File: config.mk
export PLATFORM = sky130hd
export DESIGN_NAME = life_step_engine
export DESIGN_NICKNAME = d
export VERILOG_FILES = /design/src/rtl/life_step_engine.sv
export SDC_FILE = /design/constraint.sdc
export NUM_CORES = 1
export LEC_CHECK = 0
export CORE_MARGIN = 2
export CORE_UTILIZATION = 37
export CTS_BUF_LIST = sky130_fd_sc_hd__clkbuf_8
export CTS_CLUSTER_SIZE = 14
export DETAILED_ROUTE_END_ITERATION = 6
export GPL_ROUTABILITY_DRIVEN = 0
export PLACE_DENSITY = 0.53
export SLEW_MARGIN = 15
export SYNTH_ARGS = -nofsm -noshare
export SYNTH_HDL_FRONTEND = slang
export SYNTH_SLANG_ARGS = --single-unit
File: constraint.sdc
create_clock -name clk -period 12.7 [get_ports clk]
set_clock_uncertainty 0.2 [all_clocks]
set_input_delay 1.27 -clock clk [delete_from_list [all_inputs] [get_ports clk]]
set_output_delay 1.27 -clock clk [all_outputs]
set_load 0.005 [all_outputs]
File: src/rtl/life_step_engine.sv
// life_step_engine: sequential Game of Life next-generation engine.
// On an accepted start, the board, the wrap mode and the rule are snapshotted.
// The engine then scans the snapshot one cell per clock, with x advancing fastest.
// The whole next board is published in one update, and done is asserted for one cycle.
// Optional feature macro: LIFE_RULE_EN adds the birth_mask/survive_mask inputs
// for a programmable rule. Without it, the fixed Conway B3/S23 rule is used.
module life_step_engine #(
    parameter int X     = 8,
    parameter int Y     = 8,
    parameter int LOG2X = 3,
    parameter int LOG2Y = 3,
    parameter int GENW  = 16
) (
    input  logic                   clk,
    input  logic                   rst,
    input  logic                   start,
    input  logic                   wrap,
    input  logic [X*Y-1:0]         board_in,
`ifdef LIFE_RULE_EN
    input  logic [8:0]             birth_mask,
    input  logic [8:0]             survive_mask,
`endif
    output logic                   busy,
    output logic                   done,
    output logic [X*Y-1:0]         board_out,
    output logic [LOG2X+LOG2Y:0]   population,
    output logic                   stable,
    output logic [GENW-1:0]        gen_cnt
);
    localparam int N  = X * Y;
    localparam int IW = $clog2(N);
    localparam int PW = LOG2X + LOG2Y + 1;

    typedef enum logic [1:0] {IDLE, SCAN, DONE} state_t;

    state_t             state, state_n;
    logic [N-1:0]       snap;       // board being evolved, frozen for the whole scan
    logic [N-1:0]       shadow;     // next-state bits collected so far
    logic [N-1:0]       nxt_board;  // shadow with the current cell merged in
    logic               wrap_s;
    logic [LOG2X-1:0]   cx;
    logic [LOG2Y-1:0]   cy;
    logic [IW-1:0]      idx;        // linear cell index y*X + x, tracks cx/cy
    logic [PW-1:0]      acc;
    logic [8:0]         rule_b, rule_s;
    logic               accept, last, alive, nbit;
    logic [3:0]         cnt;
    int                 nx, ny;
    logic               on_board;
    logic [IW-1:0]      ni;

    assign accept = start && (state != SCAN);
    assign last   = (state == SCAN) && (cx == LOG2X'(X-1)) && (cy == LOG2Y'(Y-1));

`ifdef LIFE_RULE_EN
    logic [8:0] birth_s, survive_s;

    // capture the programmable rule together with the board snapshot
    always_ff @(posedge clk) begin
        if (rst) begin
            birth_s   <= '0;
            survive_s <= '0;
        end else if (accept) begin
            birth_s   <= birth_mask;
            survive_s <= survive_mask;
        end
    end

    assign rule_b = birth_s;
    assign rule_s = survive_s;
`else
    assign rule_b = 9'h008;
    assign rule_s = 9'h00C;
`endif

    // next-state logic: start wins over returning to IDLE so steps can chain
    always_comb begin
        state_n = state;
        case (state)
            IDLE:    if (start) state_n = SCAN;
            SCAN:    if (last)  state_n = DONE;
            DONE:    state_n = start ? SCAN : IDLE;
            default: state_n = IDLE;
        endcase
        busy = (state == SCAN);
        done = (state == DONE);
    end

    // 8-neighbour count of the cell under the scan counter; off-board reads dead unless wrapping
    always_comb begin
        cnt      = '0;
        nx       = 0;
        ny       = 0;
        on_board = 1'b0;
        ni       = '0;
        for (int dy = -1; dy <= 1; dy++) begin
            for (int dx = -1; dx <= 1; dx++) begin
                if (dx != 0 || dy != 0) begin
                    nx       = int'(cx) + dx;
                    ny       = int'(cy) + dy;
                    on_board = 1'b1;
                    if (nx < 0) begin
                        nx = X - 1;
                        on_board = wrap_s;
                    end else if (nx >= X) begin
                        nx = 0;
                        on_board = wrap_s;
                    end
                    if (ny < 0) begin
                        ny = Y - 1;
                        on_board = on_board && wrap_s;
                    end else if (ny >= Y) begin
                        ny = 0;
                        on_board = on_board && wrap_s;
                    end
                    ni = IW'(ny * X + nx);
                    if (on_board && snap[ni]) cnt = cnt + 4'd1;
                end
            end
        end
    end

    // apply the rule and merge the result into the shadow board
    always_comb begin
        alive          = snap[idx];
        nbit           = alive ? rule_s[cnt] : rule_b[cnt];
        nxt_board      = shadow;
        nxt_board[idx] = nbit;
    end

    // state, snapshot, scan counters and the published results
    always_ff @(posedge clk) begin
        if (rst) begin
            state      <= IDLE;
            snap       <= '0;
            shadow     <= '0;
            wrap_s     <= 1'b0;
            cx         <= '0;
            cy         <= '0;
            idx        <= '0;
            acc        <= '0;
            board_out  <= '0;
            population <= '0;
            stable     <= 1'b0;
            gen_cnt    <= '0;
        end else begin
            state <= state_n;
            if (accept) begin
                snap   <= board_in;
                wrap_s <= wrap;
                cx     <= '0;
                cy     <= '0;
                idx    <= '0;
                acc    <= '0;
            end else if (state == SCAN) begin
                shadow <= nxt_board;
                acc    <= acc + PW'(nbit);
                idx    <= idx + IW'(1);
                if (cx == LOG2X'(X-1)) begin
                    cx <= '0;
                    cy <= cy + LOG2Y'(1);
                end else begin
                    cx <= cx + LOG2X'(1);
                end
                // last cell: publish board, count and still-life flag in one update
                if (last) begin
                    board_out  <= nxt_board;
                    population <= acc + PW'(nbit);
                    stable     <= (nxt_board == snap);
                    gen_cnt    <= gen_cnt + GENW'(1);
                end
            end
        end
    end

endmodule

==> key figures <==
Critical path
  • WP data arrival: 11.72 ns
  • Crit Path Class: register to register
  • Crit Path Max Fanout: 66
  • Most frequent CP cell: ha_1
  • Reg2Reg Launch Point: cx[0]$_SDFFE_PP0P_
  • R2r worst-path depth: 36
  • Slowest-stage cell, CP: a2111oi_0
  • CP startpoint kind: register
  • Worst path required time: 13.05 ns
  • R2R setup slack: 1.32 ns
  • Worst path max stage delay: 1.22 ns
  • Reg2reg end: stable$_SDFFE_PP0P_
  • Crit path to: stable$_SDFFE_PP0P_
  • Crit path launch: cx[0]$_SDFFE_PP0P_
  • Worst setup EP type: register

Routing
  • DRC viols: 0
  • Post-route ant nets: 0
  • Routed via count: 16200
  • WL per Instance: 24.2 um
  • DR iter-0 viols: 1769
  • DR vias/cell: 6.16
  • Final wirelength: 63700 um
  • First-pass DRT Iterations: 6

Timing
  • Setup-failing EPs final: 0
  • Relative slew slack: 0.0990
  • Fin Hold WS: 0.256 ns
  • Final Hold Vio Count: 0
  • Period minus WS final: 11.38 ns
  • Max Clk Rate: 87.9 MHz
  • Final Cycle Share: 0.896
  • Slew Limit Fails: 0
  • RSZ-0062 raised after global routing: false
  • Worst Tran Pin Value: 1.32 ns
  • Accumulated negative setup slack: 0 ns

Synthesis
  • YS warnings: 0
  • FF+latch count, synth: 238
  • Cells after Synth: 1999
  • Synth async-reset ratio: 0
  • Leading area contributor after synthesis: dfxtp_1
  • Synth top area share: 0.313
  • Count of cell types in the netlist: 91
  • Sequential cell area fraction in the yosys report: 0.313
  • Syn Std Cell Area: 0.0152 mm^2
  • Syn_area_per_cell: 7.61 um^2
  • Most used DFF post-synth: dfxtp_1
  • Number of synthesized flops with an enable pin: 0
  • Synth top area cells: dfxtp_1 31%, nand2_1 9.2%, nor2_1 5.4%

Floorplan
  • Full die area: 0.0428 mm^2
  • Die width: 207 um
  • Std cell rows: 74
  • # IOs: 158
  • Initial Util: 0.374
  • Die height: 207 um
  • Placeable Area: 0.0407 mm^2

Global routing
  • Initial antenna violation count: 1
  • Gr usage total: 0.293
  • Vias in the first global route: 14800
  • First-pass GRT wire length: 93800 um
  • Grt ovf: 0
  • Largest net degree at the start of global routing: 95

Flow run
  • Max-cap violations: 0

Cells and area
  • Finished Core Util: 0.441
  • Fillers: 4163
  • Final #Nets: 2168
  • Layout cells sized above 1: 0.0772
  • Syn-to-layout area delta: 18.0%
  • Post-Layout Cell Count: 2631

Clock network
  • Clock Path Buffers: 3
  • Clk Latency, worst-skew pair: 0.62 ns
  • CTS clk-pin slew, worst paths: 0.06 ns
  • CTS Hold Bufs: 0
  • CTS tree: built
  • Setup repair bufs after CTS: 0
  • Post-CTS Resized: 0
  • Clk sinks: 238
  • H-tree levels: 2
  • CTS Buf Count: 44
  • Root Buffer: clkbuf_8

Placed design
  • IO buf count: 157
  • Placed Cells: 2556
  • Post-DP HPWL: 45500 um

Power
  • Worst vdd ir: 0.000101 V
  • Leakage: 6.09 nW
  • Pwr per Cell Area: 107 mW/mm^2

Hold path
  • Hold Crit Class: register to register

Outcome
  • Status: completed
-- metrics by stage --
stage | setup slack, ns | total power, mW | cell area [um^2]
2_1_floorplan | 3.84 | 0.995 | 15200
3_3_place_gp | 2.00 | 1.10 | 17000
3_5_place_dp | 1.78 | 1.10 | 17000
4_1_cts | 1.71 | 1.94 | 17900
5_1_grt | 0.841 | 2.00 | 18000
6_report | 1.32 | 1.93 | 18000
-- how the worst min path moves through the flow --
stage / from / slack (ns) / depth (start not counted) / end
floorplan: acc[0]$_SDFFE_PP0P_ / 0.24 / 2 / acc[0]$_SDFFE_PP0P_
global placement: board_out[55]$_SDFFE_PP0P_ / 0.25 / 2 / board_out[55]$_SDFFE_PP0P_
detailed placement: board_out[55]$_SDFFE_PP0P_ / 0.25 / 2 / board_out[55]$_SDFFE_PP0P_
CTS: board_out[55]$_SDFFE_PP0P_ / 0.26 / 2 / board_out[55]$_SDFFE_PP0P_
global route: population[1]$_SDFFE_PP0P_ / 0.29 / 2 / population[1]$_SDFFE_PP0P_
finish: board_out[55]$_SDFFE_PP0P_ / 0.26 / 2 / board_out[55]$_SDFFE_PP0P_
-- critical path: cells and delay by family (launching register included) --
| kind | cells | cell delay, ns |
|---|---|---|
| buffers and inverters | 3 | 1.61 |
| AO/OA/AOI/OAI | 9 | 2.92 |
| XOR/XNOR | 1 | 0.36 |
| multiplexers | 2 | 0.86 |
| AND/OR/NAND/NOR | 13 | 2.60 |
| flip-flops | 1 | 0.31 |
| adder cells (fa/ha/maj) | 8 | 2.39 |
-- cell type report --
type,count,area (um^2),share of cell area
multi-input cells,1565,9660,0.538
flip-flops and latches,238,4770,0.265
repair buffers,176,1720,0.0955
clock buffers,57,785,0.0437
well taps,532,666,0.0371
clock inverters,17,194,0.0108
inverters,45,169,0.00941
diodes,1,2.50,0.000139
-- cell families (layout without fill, tap and decap cells) --
group / after synthesis / after routing / share of synthesized area
DFF: 238 / 238 / 0.313
muxes: 88 / 88 / 0.0818
xor gates and xnor gates: 74 / 74 / 0.0463
other: 1 / 7 / 0.000246
adders and majority gates: 30 / 30 / 0.0247
AOI/OAI and AO/OA: 497 / 497 / 0.223
buffers and inverters: 201 / 295 / 0.0547
and+or+nand+nor: 870 / 870 / 0.256
-- layer usage --
metal	up-vias	global-route usage	part of all wire
li1	7398	-	-
met3	225	0.0796	0.10
met1	7669	0.395	0.42
met2	912	0.429	0.42
met5	-	0	0.00014
met4	2	0.148	0.056
-- sequential cells by signal, summed over array words and instances (netlist names) --
register / count
board_out: 64
shadow: 64
snap: 64
gen_cnt: 16
acc: 7
population: 7
idx: 6
cx: 3
cy: 3
state: 2
stable: 1
wrap_s: 1
-- power by group --
group / total, mW / switching (mW) / internal, mW
clock: 0.830 / 0.345 / 0.485
combinational: 0.282 / 0.181 / 0.101
sequential: 0.815 / 0.0527 / 0.762
total: 1.93 / 0.579 / 1.35
-- cells in the mapped netlist (33+ instances only) --
cell / count
nand2_1: 372
dfxtp_1: 238
nor2_1: 218
a21oi_1: 151
clkbuf_1: 117
nand3_1: 79
o21ai_0: 68
mux2i_1: 49
a311oi_1: 44
inv_1: 41
xnor2_1: 37
nor3_1: 34
a211oi_1: 33
xor2_1: 33
-- layout by cell type, fill, tap and decap left out, types with 33 or more instances in the layout --
cell type        Yosys  layout
a211oi_1            33      33
a21oi_1            151     151
a311oi_1            44      44
clkbuf_8             0      57
clkdlybuf4s50_1      0     156
dfxtp_1            238     237
inv_1               41      44
mux2i_1             49      49
nand2_1            372     371
nand3_1             79      79
nor2_1             218     218
nor3_1              34      34
o21ai_0             68      68
xnor2_1             37      37
xor2_1              33      33
Note: power is estimated with default switching activity, not from simulation.
